File: config.mk
export PLATFORM = sky130hd
export DESIGN_NAME = seg7_scan
export DESIGN_NICKNAME = d
export VERILOG_FILES = /design/src/rtl/seg7_pkg.sv /design/src/rtl/seg7_decode.sv /design/src/rtl/seg7_scan.sv
export SDC_FILE = /design/constraint.sdc
export NUM_CORES = 1
export LEC_CHECK = 0
export BUFFER_PORTS_ARGS = -buffer_cell sky130_fd_sc_hd__buf_4
export CORE_AREA = 2 2 81 83
export CTS_CLUSTER_DIAMETER = 40
export DETAILED_ROUTE_END_ITERATION = 7
export DIE_AREA = 0 0 83 85
export PLACE_DENSITY = 0.71
export SLEW_MARGIN = 20
export SYNTH_ARGS = -nofsm -noshare
export SYNTH_HDL_FRONTEND = slang
export SYNTH_SLANG_ARGS = --single-unit
File: constraint.sdc
create_clock -name clk -period 2.9 [get_ports clk]
set_input_delay 0.29 -clock clk [delete_from_list [all_inputs] [get_ports clk]]
set_output_delay 0.29 -clock clk [all_outputs]
set_load 0.01 [all_outputs]
File: src/rtl/seg7_pkg.sv
// rtl/seg7_pkg.sv - shared segment patterns and digit index constants for the scan display
package seg7_pkg;

    // Active-high segment patterns, bit order g..a
    localparam logic [6:0] SEG_0     = 7'h3F;
    localparam logic [6:0] SEG_1     = 7'h06;
    localparam logic [6:0] SEG_2     = 7'h5B;
    localparam logic [6:0] SEG_3     = 7'h4F;
    localparam logic [6:0] SEG_4     = 7'h66;
    localparam logic [6:0] SEG_5     = 7'h6D;
    localparam logic [6:0] SEG_6     = 7'h7D;
    localparam logic [6:0] SEG_7     = 7'h07;
    localparam logic [6:0] SEG_8     = 7'h7F;
    localparam logic [6:0] SEG_9     = 7'h6F;
    localparam logic [6:0] SEG_DASH  = 7'h40;
    localparam logic [6:0] SEG_BLANK = 7'h00;

    // Digit positions on the display (0 = seconds units)
    localparam logic [2:0] IDX_HR_TENS = 3'd5;
    localparam logic [2:0] IDX_COLON_A = 3'd2;
    localparam logic [2:0] IDX_COLON_B = 3'd4;
    localparam logic [2:0] IDX_LAST    = 3'd5;

endpackage

File: src/rtl/seg7_decode.sv
// rtl/seg7_decode.sv - BCD nibble to active-high 7-segment pattern
module seg7_decode
    import seg7_pkg::*;
(
    input  logic [3:0] nibble,
    output logic [6:0] pattern
);

    // Non-BCD codes show a dash so a corrupted counter is visible
    always_comb begin
        pattern = SEG_DASH;
        case (nibble)
            4'd0: pattern = SEG_0;
            4'd1: pattern = SEG_1;
            4'd2: pattern = SEG_2;
            4'd3: pattern = SEG_3;
            4'd4: pattern = SEG_4;
            4'd5: pattern = SEG_5;
            4'd6: pattern = SEG_6;
            4'd7: pattern = SEG_7;
            4'd8: pattern = SEG_8;
            4'd9: pattern = SEG_9;
            default: pattern = SEG_DASH;
        endcase
    end

endmodule

File: src/rtl/seg7_scan.sv
// rtl/seg7_scan.sv - six-digit multiplexed 7-segment scanner with shadow latch, dead time and colon
module seg7_scan
    import seg7_pkg::*;
#(
    parameter int SCAN_DIV   = 50000,
    parameter int DEAD_CYC   = 16,
    parameter bit ACTIVE_LOW = 1'b1
) (
    input  logic        clk,
    input  logic        rst_n,
    input  logic        en,
    input  logic [23:0] digits,
    input  logic        sec_pulse,
    input  logic        blank_lz,
    output logic [7:0]  seg,
    output logic [5:0]  an
);

    localparam int PW = (SCAN_DIV > 1) ? $clog2(SCAN_DIV) : 1;
    localparam logic [PW-1:0] PRE_LAST = PW'(SCAN_DIV - 1);
    localparam logic [PW-1:0] PRE_DEAD = PW'(DEAD_CYC);
    localparam logic [7:0] SEG_OFF = {8{ACTIVE_LOW}};
    localparam logic [5:0] AN_OFF  = {6{ACTIVE_LOW}};

    logic [PW-1:0] prescaler;
    logic [2:0]    idx;
    logic [23:0]   shadow;
    logic          colon_on;
    logic          slot_end;
    logic [3:0]    cur_nibble;
    logic [6:0]    dec_pattern;
    logic [6:0]    seg_pat;
    logic          dp;
    logic [5:0]    an_sel;

    assign slot_end = en && (prescaler == PRE_LAST);

    // Slot timer and digit index; both parked at 0 while disabled so enable restarts a clean frame
    always_ff @(posedge clk or negedge rst_n) begin
        if (!rst_n) begin
            prescaler <= '0;
            idx       <= '0;
        end else if (!en) begin
            prescaler <= '0;
            idx       <= '0;
        end else if (slot_end) begin
            prescaler <= '0;
            idx       <= (idx == IDX_LAST) ? 3'd0 : idx + 3'd1;
        end else begin
            prescaler <= prescaler + PW'(1);
        end
    end

    // Capture the time once per frame, at the end of the last digit, so a frame never tears
    always_ff @(posedge clk or negedge rst_n) begin
        if (!rst_n) begin
            shadow <= '0;
        end else if (slot_end && (idx == IDX_LAST)) begin
            shadow <= digits;
        end
    end

    // Colon blinks on the seconds carry even while the display is disabled
    always_ff @(posedge clk or negedge rst_n) begin
        if (!rst_n) begin
            colon_on <= 1'b0;
        end else if (sec_pulse) begin
            colon_on <= ~colon_on;
        end
    end

    // Select the shadowed nibble for the digit being scanned
    always_comb begin
        cur_nibble = shadow[3:0];
        case (idx)
            3'd0: cur_nibble = shadow[3:0];
            3'd1: cur_nibble = shadow[7:4];
            3'd2: cur_nibble = shadow[11:8];
            3'd3: cur_nibble = shadow[15:12];
            3'd4: cur_nibble = shadow[19:16];
            3'd5: cur_nibble = shadow[23:20];
            default: cur_nibble = shadow[3:0];
        endcase
    end

    seg7_decode u_decode (
        .nibble  (cur_nibble),
        .pattern (dec_pattern)
    );

    // Leading-zero blanking, colon dot and dead-time anode gating in active-high terms
    always_comb begin
        seg_pat = dec_pattern;
        if ((idx == IDX_HR_TENS) && blank_lz && (cur_nibble == 4'd0)) begin
            seg_pat = SEG_BLANK;
        end
        dp     = colon_on && ((idx == IDX_COLON_A) || (idx == IDX_COLON_B));
        an_sel = '0;
        if (prescaler >= PRE_DEAD) begin
            an_sel = 6'd1 << idx;
        end
    end

    // Registered pins, polarity applied at the register input; disabled display is fully dark
    always_ff @(posedge clk or negedge rst_n) begin
        if (!rst_n) begin
            seg <= SEG_OFF;
            an  <= AN_OFF;
        end else if (!en) begin
            seg <= SEG_OFF;
            an  <= AN_OFF;
        end else begin
            seg <= SEG_OFF ^ {dp, seg_pat};
            an  <= AN_OFF ^ an_sel;
        end
    end

endmodule

**Yosys cells after proc, flatten, opt, wreduce, memory -nomap -nowiden**

Memory sizes are Yosys's and may differ from the RTL's.
Cells that the tools add are included.

- $add $sub $neg: 2
- Multipliers: 0
- Div/mod/pow operators: 0
- $lt $le $gt $ge: 1
- Equality and inequality tests: 7
- Shift operators: 1
- Mux-type cells: 10
- Bitwise gates (word level): 3
- Reduce and logical (&&, ||, !) cells: 7

Operator list:

| cell | number |
|---|---|
| $mux 16 | 2 |
| $pmux 4 s5 | 1 |
| $add 16x1->16 const B | 1 |
| $eq 16x16->1 const B | 1 |
| $ge 16x5->1 const B | 1 |
| $mux 6 | 2 |
| $mux 3 | 3 |
| $mux 8 | 1 |
| $not 8->8 | 1 |
| $mux 7 | 1 |
| $eq 3x2->1 const B | 2 |
| $eq 3x3->1 const B | 2 |
| $not 6->6 | 1 |
| $shl 1x3->6 const A | 1 |
| $logic_and 1x1->1 | 5 |
| $logic_not 4->1 | 1 |
| $add 3x1->3 const B | 1 |
| $eq 3x1->1 const B | 1 |
| $ne 2x1->1 const B | 1 |
| $logic_or 1x1->1 | 1 |
| $not 1->1 | 1 |

- Flip-flop bits (word level): 58
- Latch bits: 0
- RAM bits: 0
- ROM bits: 112
- Output and inout port bits: 14
- Memories: 1

Memory list:

| name | depth | width | rd ports | clocked after Yosys merged registers in | write ports | RTL line | text |
|---|---|---|---|---|---|---|---|
| (no name shown) | 16 | 7 | 1 | 0 | 0 | seg7_decode.sv:12 | `case (nibble)` |

**Logic depth before layout (Yosys ltp)**

- Depth in word-level cells: 7
- Depth in mapped cells: 13
- Mapped depth without buffers: 11

**By module**

From an unflattened synthesis, not the netlist that was laid out.

- Cells, all modules: 253
- Area total of the unflattened synthesis: 3005.4 sq um

By module, submodules not included:

| module | instances | cells an instance | area an instance (sq um) | seq. area each (sq um) |
|---|---|---|---|---|
| seg7_scan | 1 | 224 | 2780.2 | 1468.9 |
| seg7_decode | 1 | 29 | 225.2 | 0.0 |

**Least setup slack after synthesis**

Ideal clock, no wire load.

- Path kind: register -> register
- Start: reg idx[2]
- End: reg seg[3]
- Setup time: 0.084 ns
- Arrival: 2.765 ns
- Data required time: 2.816 ns
- Setup slack: 0.051 ns
- Stages on the path, launching flop included: 13
- Buffers on the path: 2
- Cells stage by stage: dfrtp_1 clkbuf_1 inv_1 ha_1 buf_2 nor2b_1 a211oi_1 o221a_2 nor2_1 ha_1 nor3_1 a31oi_1 o2111ai_1

- Longest elaborated chain between the ends: 7
- Elaborated cells on any way between the ends: 13
- Classes of those cells: eq/ne (5); mux (3); bitwise (1); reduce/logical (3); memory (1)

Ends and longest elaborated chain:

| item | RTL line | text |
|---|---|---|
| start: declaration | seg7_scan.sv:26 | `logic [2:0] idx;` |
| start signal: assignment | seg7_scan.sv:48 | `idx <= (idx == IDX_LAST) ? 3'd0 : idx + 3'd1;` |
| branches (longest 4 deep; another with $mem_v2 16x7) | - |  |
| $mux 7 * | seg7_scan.sv:94 | `if ((idx == IDX_HR_TENS) && blank_lz && (cur_nibble == 4'd0)) begin` |
| $not 8->8 (no line) * | - |  |
| $mux 8 * | seg7_scan.sv:109 | `end else if (!en) begin` |
| end signal: assignment | seg7_scan.sv:113 | `seg <= SEG_OFF ^ {dp, seg_pat};` |
| end: declaration | seg7_scan.sv:15 | `output logic [7:0] seg,` |

Mark *: on every way between the ends.
A chain may end at the register's enable or synchronous reset.

**Final worst setup path**

- Start: reg idx[1]
- End: reg seg[3]

Same word-level chain as after synthesis.

==> results by group <==
Global route
  • GR Overflow Total: 0
  • Global-route wire length before repair: 9780 um
  • All-Layer GR Usage: 0.177
  • Largest net degree at the start of global routing: 59
  • Initial antenna violation count: 0
  • Number of global-route vias before repair: 2057

CTS
  • Postcts setup bufs: 0
  • Clk sink count: 58
  • CTS HTree Levels: 3
  • Cts-stage hold buffer count: 0
  • Clock transition at path regs: 0.06 ns
  • Post_cts resized: 0
  • Worst-skew pair later-pin latency: 0.34 ns
  • CTS tree: yes
  • Cts bufs inserted: 9
  • Clock Path Buffers: 2
  • Root Buffer: clkbuf_8

Placed design
  • Gpl congestion: 0.914
  • DP Wirelength: 4010 um
  • Placed instance area: 3170 um^2
  • Port Buffers: 42

Final layout
  • Diode count: 0
  • Layout area overhead: 23.2%
  • Post-route cell area: 3370 um^2
  • FF/Latch Area: 1470 um^2
  • Final #Nets: 334
  • Layout cell share with drive strength beyond 1: 0.353
  • Multi-input gate area: 1190 um^2
  • Fillers: 563

Worst setup path
  • Crit-path max FO: 6
  • Worst EP arrival: 2.85 ns
  • Crit path kind: reg2reg
  • Crit end category: flip-flop
  • Worst Path Required: 3.16 ns
  • CP Launch Type: flip-flop

Logic synthesis
  • Synth async-reset ratio: 1.00
  • Synth top area cells: dfrtp_1, dfstp_2, mux2_2, nor2_1, nand2_1
  • Post-Syn Nets: 281
  • Top FF cell, synth: dfrtp_1
  • Cell variety after synth: 46
  • Synth area leader: dfrtp_1
  • Mapped Cells: 248
  • Syn Std Cell Area: 2730 um^2
  • Mean Syn Cell Area: 11.0 um^2
  • Synth top area share: 0.403
  • Post-synthesis sequential area ratio: 0.537
  • Yosys warnings: 0
  • EDFF count, synth: 0
  • Register bit total from synthesis: 58

Timing
  • Fin crit share: 0.894
  • Final Max Slew Viols: 0
  • Measured slew at the worst slew-check pin: 0.701 ns
  • Fin crit period: 2.59 ns
  • Final setup viols: 0
  • TNS Setup: 0 ns
  • RSZ-0062 raised after global routing: false
  • F_max: 386 MHz
  • Relative slew slack: 0.533
  • Max Clock Skew: 0.00446 ns
  • Final Hold Vio Count: 0

Die
  • CORE AREA: 6200 um^2
  • Chip width: 83 um
  • Ports: 43
  • FP Rows: 29
  • Die area: 7060 um^2
  • Chip height: 85 um
  • Starting Density: 0.441

Drt
  • DRT Pass-1 Iters: 4
  • Vias/cell: 5.35
  • DRT Wirelength: 5640 um
  • Routed Antenna Nets: 0
  • Drt drc: 0
  • Via count: 2050
  • DR iter-0 viols: 203
  • Routed length per instance: 14.7 um

Status
  • Status: finished, final reports clean

Power and ir drop
  • Worst VDD drop: 346 uV
  • Power Density: 516 nW/um^2
  • Leak: 1.53 nW
  • Power Total: 1.74 mW

Min path
  • Hold Path Class: in2async

Run
  • Number of max-cap violations: 0
## layout make-up
| class | instances | area share |
|---|---|---|
| Tap cell | 77 | 0.0286 |
| Clock buffer | 14 | 0.0483 |
| Clock inverter | 2 | 0.0104 |
| Sequential cell | 58 | 0.436 |
| Inverter | 8 | 0.00892 |
| Multi-Input combinational cell | 174 | 0.353 |
| Timing Repair Buffer | 50 | 0.115 |
## cells in the mapped netlist (all sizes together) (2+ instances only)
cell type and n:
ha 4, a21oi 5, a21o 2, nor2b 4
a211oi 2, o211ai 3, nand2b 2, inv 7
mux2 24, nor3 6, a221oi 2, nand3 9
a22oi 2, and3 2, xor2 8, o22ai 2
xnor2 6, dfstp 14, o21ai 8, and2 2
a31oi 3, mux2i 2, nor2 29, nand2 21
buf 4, or4 3, clkbuf 4, nand4 2
o2111ai 5, or2 4, or3 3, dfrtp 44
## path summary, 6_finish.rpt
path	start	slack, ns	cells after the start	to
setup / recovery	idx[1]$_DFFE_PN0P_	0.31	10	seg[3]$_DFF_PN1_
hold / removal	rst_n	0.009	1	shadow[10]$_DFFE_PN0P_
setup reg to reg	idx[1]$_DFFE_PN0P_	0.31	10	seg[3]$_DFF_PN1_
hold reg to reg	prescaler[0]$_DFF_PN0_	0.48	1	prescaler[0]$_DFF_PN0_
max in group asynchronous	rst_n	2.44	1	prescaler[2]$_DFF_PN0_
min in group clk	sec_pulse	0.13	2	colon_on$_DFFE_PN0P_
## state kept, by name (all words and copies together) (netlist names)
signal / count
an: 6
shadow: 24
seg: 8
colon_on: 1
prescaler: 16
idx: 3
## power breakdown
group | leakage (nW) | switching [mW] | internal (mW) | total (mW)
logic | 0.700 | 0.0578 | 0.0639 | 0.122
clock network | 0.101 | 0.299 | 0.443 | 0.742
registers | 0.731 | 0.0228 | 0.852 | 0.875
total | 1.53 | 0.380 | 1.36 | 1.74
## worst max-delay path, stage by stage, from the launching register on
cell,delay (ns)
dfrtp_1,0.37
and2_1,0.15
ha_1,0.25
nor2b_1,0.34
a211oi_1,0.10
o221a_2,0.30
nor2_1,0.26
ha_1,0.30
nor3_1,0.19
a31oi_1,0.06
o2111ai_1,0.19
## cell usage in the layout (no fill, tap or decap), types with 2 or more instances in the layout
cell / n
or2_2: 3
mux2i_1: 2
nor2_1: 29
o21ai_0: 8
or4_1: 2
or3_1: 3
clkbuf_8: 11
buf_4: 49
o2111ai_1: 5
a22oi_1: 2
dfrtp_1: 44
a21o_1: 2
and3_1: 2
a21oi_1: 5
ha_1: 4
clkbuf_1: 3
o211ai_1: 3
xor2_1: 8
nand2b_1: 2
mux2_2: 24
dfstp_2: 14
nor2b_1: 4
inv_1: 7
o22ai_1: 2
nand4_1: 2
xnor2_1: 6
nor3_1: 5
and2_1: 2
nand2_1: 21
a221oi_1: 2
nand3_1: 9
a211oi_1: 2
a31oi_1: 3
## per-stage QoR
step | setup WS [ns] | hold slack (ns) | std cells | utilization
5_1_grt | 0.116 | 0.0645 | 383 | 0.543
6_report | 0.306 | 0.00858 | 383 | 0.543
3_3_place_gp | 0.395 | 0.386 | 367 | 0.511
4_1_cts | 0.310 | 0.0202 | 383 | 0.543
3_5_place_dp | 0.341 | 0.393 | 367 | 0.511
2_1_floorplan | 0.0507 | -0.00559 | 248 | -
## metal layers
layer | track usage | wire length [um] | up-vias
li1 | - | - | 984
met1 | 0.238 | 2590 | 991
met2 | 0.262 | 2580 | 63
met3 | 0.0516 | 310 | 12
met4 | 0.0939 | 155 | 0
met5 | 0 | 0 | -
## cell families after synthesis
logic type,count (synthesis),share of synthesized area
adders and majority gates,4,0.0183
xor gates and xnor gates,14,0.0449
buffers and inverters,16,0.0284
DFF,58,0.537
and+or+nand+nor,89,0.159
AOI/OAI and AO/OA,41,0.106
muxes,26,0.106
No activity file was read; power rests on OpenSTA's default activity.
